[src/rtl/logic_eval_pipe.sv]
// Configurable two-term AND/OR evaluator per output, followed by a DEPTH-stage
// bubble-collapsing pipeline and a shift/XOR signature over delivered vectors.
module logic_eval_pipe #(
   parameter int          NPI   = 6,
   parameter int          NPO   = 6,
   parameter int          DEPTH = 2,
   parameter int          SIG_W = 16,
   parameter logic [31:0] POLY  = 32'h0000_1021,
   localparam int         IDX_W = (NPO > 1) ? $clog2(NPO) : 1
) (
   input  logic             clk,
   input  logic             rst,
   input  logic             cfg_we,
   input  logic [IDX_W-1:0] cfg_idx,
   input  logic [NPI-1:0]   cfg_mask_a,
   input  logic [NPI-1:0]   cfg_mask_b,
   input  logic [2:0]       cfg_op,
   input  logic             in_valid,
   output logic             in_ready,
   input  logic [NPI-1:0]   pi,
   output logic             out_valid,
   input  logic             out_ready,
   output logic [NPO-1:0]   po,
   output logic [SIG_W-1:0] sig,
   input  logic             sig_clr,
   output logic [15:0]      txn_cnt
);

   logic [NPI-1:0]   mask_a_q [NPO];
   logic [NPI-1:0]   mask_a_d [NPO];
   logic [NPI-1:0]   mask_b_q [NPO];
   logic [NPI-1:0]   mask_b_d [NPO];
   logic [2:0]       op_q     [NPO];
   logic [2:0]       op_d     [NPO];

   logic [DEPTH-1:0] vld_q, vld_d;
   logic [NPO-1:0]   dat_q [DEPTH];
   logic [NPO-1:0]   dat_d [DEPTH];
   logic [DEPTH-1:0] load;
   logic             load_acc;

   logic [SIG_W-1:0] sig_q, sig_d;
   logic [15:0]      cnt_q, cnt_d;

   logic [NPO-1:0]   term_a, term_b, eval_po;
   logic             in_fire, out_fire;

   // NOTE: always_comb uses blocking '=' with every output defaulted first, so
   // no path leaves a variable unassigned and no latch is inferred.
   always_comb begin
      for (int k = 0; k < NPO; k++) begin
         mask_a_d[k] = mask_a_q[k];
         mask_b_d[k] = mask_b_q[k];
         op_d[k]     = op_q[k];
         // Indices at or beyond NPO match no entry and are dropped.
         if (cfg_we && (cfg_idx == IDX_W'(k))) begin
            mask_a_d[k] = cfg_mask_a;
            mask_b_d[k] = cfg_mask_b;
            op_d[k]     = cfg_op;
         end
      end
   end

   // Empty mask: AND-reduction yields 1, OR-reduction yields 0.
   always_comb begin
      term_a  = '0;
      term_b  = '0;
      eval_po = '0;
      for (int k = 0; k < NPO; k++) begin
         term_a[k]  = op_q[k][0] ? |(pi & mask_a_q[k]) : &(pi | ~mask_a_q[k]);
         term_b[k]  = op_q[k][1] ? |(pi & mask_b_q[k]) : &(pi | ~mask_b_q[k]);
         eval_po[k] = op_q[k][2] ? (term_a[k] | term_b[k]) : (term_a[k] & term_b[k]);
      end
   end

   assign out_fire = vld_q[DEPTH-1] & out_ready;

   // A stage may load if it or any stage downstream of it frees a slot this cycle.
   always_comb begin
      load           = '0;
      load_acc       = out_fire | ~vld_q[DEPTH-1];
      load[DEPTH-1]  = load_acc;
      for (int i = DEPTH - 2; i >= 0; i--) begin
         load_acc = load_acc | ~vld_q[i];
         load[i]  = load_acc;
      end
   end

   assign in_ready = load[0] & ~rst;
   assign in_fire  = in_valid & in_ready;

   always_comb begin
      vld_d = vld_q;
      dat_d = dat_q;
      if (load[0]) begin
         vld_d[0] = in_fire;
         if (in_fire) dat_d[0] = eval_po;
      end
      for (int i = 1; i < DEPTH; i++) begin
         if (load[i]) begin
            vld_d[i] = vld_q[i-1];
            if (vld_q[i-1]) dat_d[i] = dat_q[i-1];
         end
      end
   end

   always_comb begin
      sig_d = sig_q;
      cnt_d = cnt_q;
      if (sig_clr) begin
         sig_d = '0;
         cnt_d = '0;
      end else if (out_fire) begin
         sig_d = {sig_q[SIG_W-2:0], 1'b0}
               ^ (sig_q[SIG_W-1] ? POLY[SIG_W-1:0] : '0)
               ^ SIG_W'(dat_q[DEPTH-1]);
         cnt_d = cnt_q + 16'd1;
      end
   end

   // NOTE: the config table is reset like any other state because an
   // unconfigured output must evaluate to a known 1 straight out of reset.
   always_ff @(posedge clk) begin
      if (rst) begin
         vld_q <= '0;
         sig_q <= '0;
         cnt_q <= '0;
         for (int i = 0; i < DEPTH; i++) dat_q[i] <= '0;
         for (int k = 0; k < NPO; k++) begin
            mask_a_q[k] <= '0;
            mask_b_q[k] <= '0;
            op_q[k]     <= '0;
         end
      end else begin
         vld_q    <= vld_d;
         dat_q    <= dat_d;
         sig_q    <= sig_d;
         cnt_q    <= cnt_d;
         mask_a_q <= mask_a_d;
         mask_b_q <= mask_b_d;
         op_q     <= op_d;
      end
   end

   assign out_valid = vld_q[DEPTH-1];
   assign po        = dat_q[DEPTH-1];
   assign sig       = sig_q;
   assign txn_cnt   = cnt_q;

endmodule

[config.mk]
export PLATFORM = sky130hd
export DESIGN_NAME = logic_eval_pipe
export DESIGN_NICKNAME = d
export VERILOG_FILES = /design/src/rtl/logic_eval_pipe.sv
export SDC_FILE = /design/constraint.sdc
export NUM_CORES = 1
export LEC_CHECK = 0
export ABC_AREA = 1
export ABC_CLOCK_PERIOD_IN_PS = 1300
export BUFFER_PORTS_ARGS = -buffer_cell sky130_fd_sc_hd__buf_2
export CAP_MARGIN = 20
export CORE_ASPECT_RATIO = 0.9
export CORE_MARGIN = 4
export CORE_UTILIZATION = 23
export CTS_BUF_LIST = sky130_fd_sc_hd__clkbuf_16
export CTS_CLUSTER_SIZE = 10
export DETAILED_ROUTE_END_ITERATION = 10
export GPL_ROUTABILITY_DRIVEN = 0
export SYNTH_ARGS = -nofsm -noshare
export SYNTH_HDL_FRONTEND = slang
export SYNTH_SLANG_ARGS = --single-unit
[constraint.sdc]
create_clock -name clk -period 1.3 [get_ports clk]
set_input_delay 0.065 -clock clk [delete_from_list [all_inputs] [get_ports clk]]
set_output_delay 0.065 -clock clk [all_outputs]
set_load 0.02 [all_outputs]
==> reports/metrics.json <==
{
  "timing": {
    "finalWorstPathRequiredPeriod_ns": 1.369,
    "grt_setup_unrepaired": "yes",
    "fmaxAchievable_mhz": 730.7,
    "timing.slew.headroom": 0.7432,
    "fin_crit_sh": 1.053,
    "final-hold-violation-count": 0,
    "hold-worst-slack_ns": 0.01177,
    "setup_viol": 4,
    "postLayoutSetupSlackWorst_ns": -0.06851,
    "worstMarginPinSlew_ns": 0.3840,
    "slew_violations": 0,
    "timing.clock.skew_ns": 0.01292
  },
  "place": {
    "post_dp_hpwl_um": 12890,
    "numPlacedInstances": 1368,
    "io_buffers": 69
  },
  "die": {
    "fp.dieW_um": 183.1,
    "io_pins": 70,
    "placement_rows": 57,
    "core_area_mm2": 0.02710,
    "floorplan.die_area_mm2": 0.03032,
    "floorplan.die.height_um": 165.6,
    "starting_density": 0.2342
  },
  "final_layout": {
    "antennaDiodeCount": 0,
    "flow.area_growth_from_synthesis_pct": 29.96,
    "drive_above_1_share": 0.1887,
    "post_layout_nonfiller_instances": 1414,
    "finish.net_count": 1078,
    "filler_cell_count": 2917
  },
  "clock_network": {
    "clkSinkCount": 136,
    "clk_path_buf_depth": 2,
    "clk_pin_slew_worst_paths_ns": 0.06,
    "numCtsBuffers": 17,
    "root_buffer": "clkbuf_16",
    "ctsHtreeMaxLevel": 4,
    "clk-insertion-delay-late_ns": 0.42,
    "cts_tree": "built"
  },
  "yosys": {
    "synthesis.instances": 947,
    "yosys_warnings": 0,
    "netlist-cell-type-count": 31,
    "post_synth_design_cell_area_mm2": 0.006347,
    "syn_nets": 978,
    "synthDominantCellAreaShare": 0.4289,
    "synth_sequential_area_ratio": 0.4289,
    "leading_register_cell_type_out_of_synthesis": "dfxtp_1",
    "synth_edf_count": 0,
    "synth_commonest_cells": "nand2_1 (213), nor2_1 (163), dfxtp_1 (136)",
    "synth_most_common_cell": "nand2_1",
    "post-synth-top-area-cell": "dfxtp_1",
    "synth.ff_latch_count": 136,
    "synth.area.top_cells": "dfxtp_1 (43%), nand2_1 (13%), o21ai_0 (10%)",
    "asyncSetResetFlopFracSynth": 0,
    "postSynthAreaPerCell_um2": 6.703
  },
  "global_routing": {
    "grt_pass1_wl_um": 30680,
    "via_count_of_the_first_global_routing_pass": 5778,
    "grt_start_max_net_pins": 51,
    "grt_antenna_before_repair": 0,
    "groute.usage.overall": 0.1271,
    "grt_overflow_total": 0
  },
  "detailed_routing": {
    "detail_route.drc_violations": 0,
    "count_of_routing_violations_after_the_opening_detailed_route_iteration": 415,
    "vias_per_cell": 4.409,
    "routed_wire_length_um": 19260,
    "detail_route.wl_per_cell_um": 13.62,
    "drt_pass1_iterations": 5,
    "route.antenna.remaining_nets": 0,
    "num_vias": 6235
  },
  "pwr": {
    "pwr_density_cell_mw_per_mm2": 1275,
    "vdd.ir_drop.worst_uv": 553.6,
    "power.leakage_nw": 3.645
  },
  "worst_setup_path": {
    "required_time_at_the_endpoint_of_the_critical_path_ns": 1.62,
    "cpMaxStageDelayCell": "dfxtp_4",
    "critPathTopFamily": "simple AND/OR/NAND/NOR gates",
    "crit_path_max_fanout": 4,
    "worst_setup_path_end_kind": "register",
    "critPathLaunchType": "register",
    "critical_path.cell_chain": "ha_4 > nand2_4 > nor2_4 > nand2_2 > nor2_4 > nand2_2 > nor2_4 > nand2_2 > o21ai_2 > a21oi_1",
    "worst-path-buf-inv": 0,
    "max_stage_delay_ns": 0.37,
    "critPathArrivalTime_ns": 1.69,
    "timing.setup.critical_path_class": "reg2reg"
  },
  "run_status": {
    "outcome": "finished, violations left",
    "failed_checks": "setup timing"
  },
  "flow_run": {
    "max_cap_viol_count": 0
  },
  "hold_path": {
    "worst_hold_path_type": "in2reg"
  }
}
final timing paths:
check	startpoint	endpoint	slack, ns	cells past startpoint
max	txn_cnt[0]$_SDFFE_PP0P_	txn_cnt[12]$_SDFFE_PP0P_	-0.07	10
min	cfg_mask_b[0]	mask_b_q[24]$_SDFFE_PP0P_	0.01	3
max reg2reg	txn_cnt[0]$_SDFFE_PP0P_	txn_cnt[12]$_SDFFE_PP0P_	-0.07	10
min reg2reg	mask_a_q[35]$_SDFFE_PP0P_	mask_a_q[35]$_SDFFE_PP0P_	0.47	2
flip-flops by register name, indices dropped and copies added, names as in the netlist:
name      count
mask_a_q     36
po            6
dat_q         6
sig          16
op_q         18
vld_q         2
mask_b_q     36
txn_cnt      16
stage by stage:
stage | TNS (ns) | cell area (um2) | util | setup slack, ns | power (W)
CTS | -0.06537 | 8158 | 0.3010 | -0.03686 | 0.01060
floorplan | -0.08178 | 6382 | - | -0.08178 | 0.005052
detailed placement | -0.1322 | 7422 | 0.2739 | -0.04376 | 0.005491
finish | -0.09732 | 8249 | 0.3044 | -0.06851 | 0.01052
global placement | -0.1149 | 7422 | 0.2739 | -0.04517 | 0.005477
global route | -0.9511 | 8249 | 0.3044 | -0.1976 | 0.01096
tightest hold or removal path, cell delays in order:
cell	delay (ns)
buf_2	0.16
nor2_1	0.11
nor2_1	0.05
power by group:
group | total [W] | internal [W] | leakage [nW] | switching (W)
clock | 0.00507 | 0.00306 | 0.307 | 0.00200
sequential | 0.00439 | 0.00430 | 1.11 | 0.0000900
combinational | 0.00106 | 0.000390 | 2.23 | 0.000674
layout make-up:
cell class | instances | area, um2 | area share
clock inverters | 15 | 191.4 | 0.02321
inverters | 101 | 381.6 | 0.04626
repair buffers | 128 | 984.7 | 0.1194
well taps | 354 | 442.9 | 0.05369
multi-input cells | 663 | 3080 | 0.3734
clock buffers | 17 | 425.4 | 0.05157
flip-flops and latches | 136 | 2743 | 0.3325
what timing repair did:
| item | in CTS | in global routing |
|---|---|---|
| hold buffers | 10 | 1 |
| setup buffers | 1 | 4 |
| hold endpoints to repair | 26 | 1 |
| gates cloned | 0 | 0 |
| endpoints found under the setup margin | 2 | 23 |
| gates resized for setup | 4 | 25 |
| pin swaps | 0 | 8 |
cell usage in the layout (no fill, tap or decap), types with 8 or more instances in the layout:
| cell type | Yosys | layout |
|---|---|---|
| nor2_4 | 7 | 8 |
| clkbuf_16 | 0 | 17 |
| inv_2 | 8 | 11 |
| buf_4 | 10 | 33 |
| dfxtp_1 | 136 | 130 |
| dlygate4sd3_1 | 0 | 10 |
| nand2_2 | 4 | 8 |
| o21ai_0 | 131 | 128 |
| nor2_1 | 163 | 161 |
| buf_2 | 17 | 68 |
| a21oi_1 | 83 | 78 |
| nand3_1 | 20 | 19 |
| buf_12 | 0 | 12 |
| nand2_1 | 213 | 208 |
| inv_1 | 91 | 88 |
per-layer routing:
| metal | routed length (um) | GRT usage | part of all wire | up-vias |
|---|---|---|---|---|
| met2 | 9483 | 0.2169 | 0.49 | 139 |
| met4 | 576 | 0.05246 | 0.030 | 0 |
| li1 | - | - | - | 3209 |
| met3 | 811 | 0.02522 | 0.042 | 37 |
| met5 | 0 | 0 | 0 | - |
| met1 | 8387 | 0.1560 | 0.44 | 2850 |
kinds of logic (layout without fill, tap and decap cells):
| family | after synthesis | after routing | share of synthesized area |
|---|---|---|---|
| AND/OR/NAND/NOR | 424 | 424 | 0.2760 |
| AO/OA/AOI/OAI | 227 | 227 | 0.1810 |
| buffers and inverters | 148 | 261 | 0.09698 |
| flip-flops | 136 | 136 | 0.4289 |
| XOR/XNOR | 11 | 11 | 0.01518 |
| adder cells (fa/ha/maj) | 1 | 1 | 0.001971 |
Note: power is estimated with default switching activity, not from simulation.
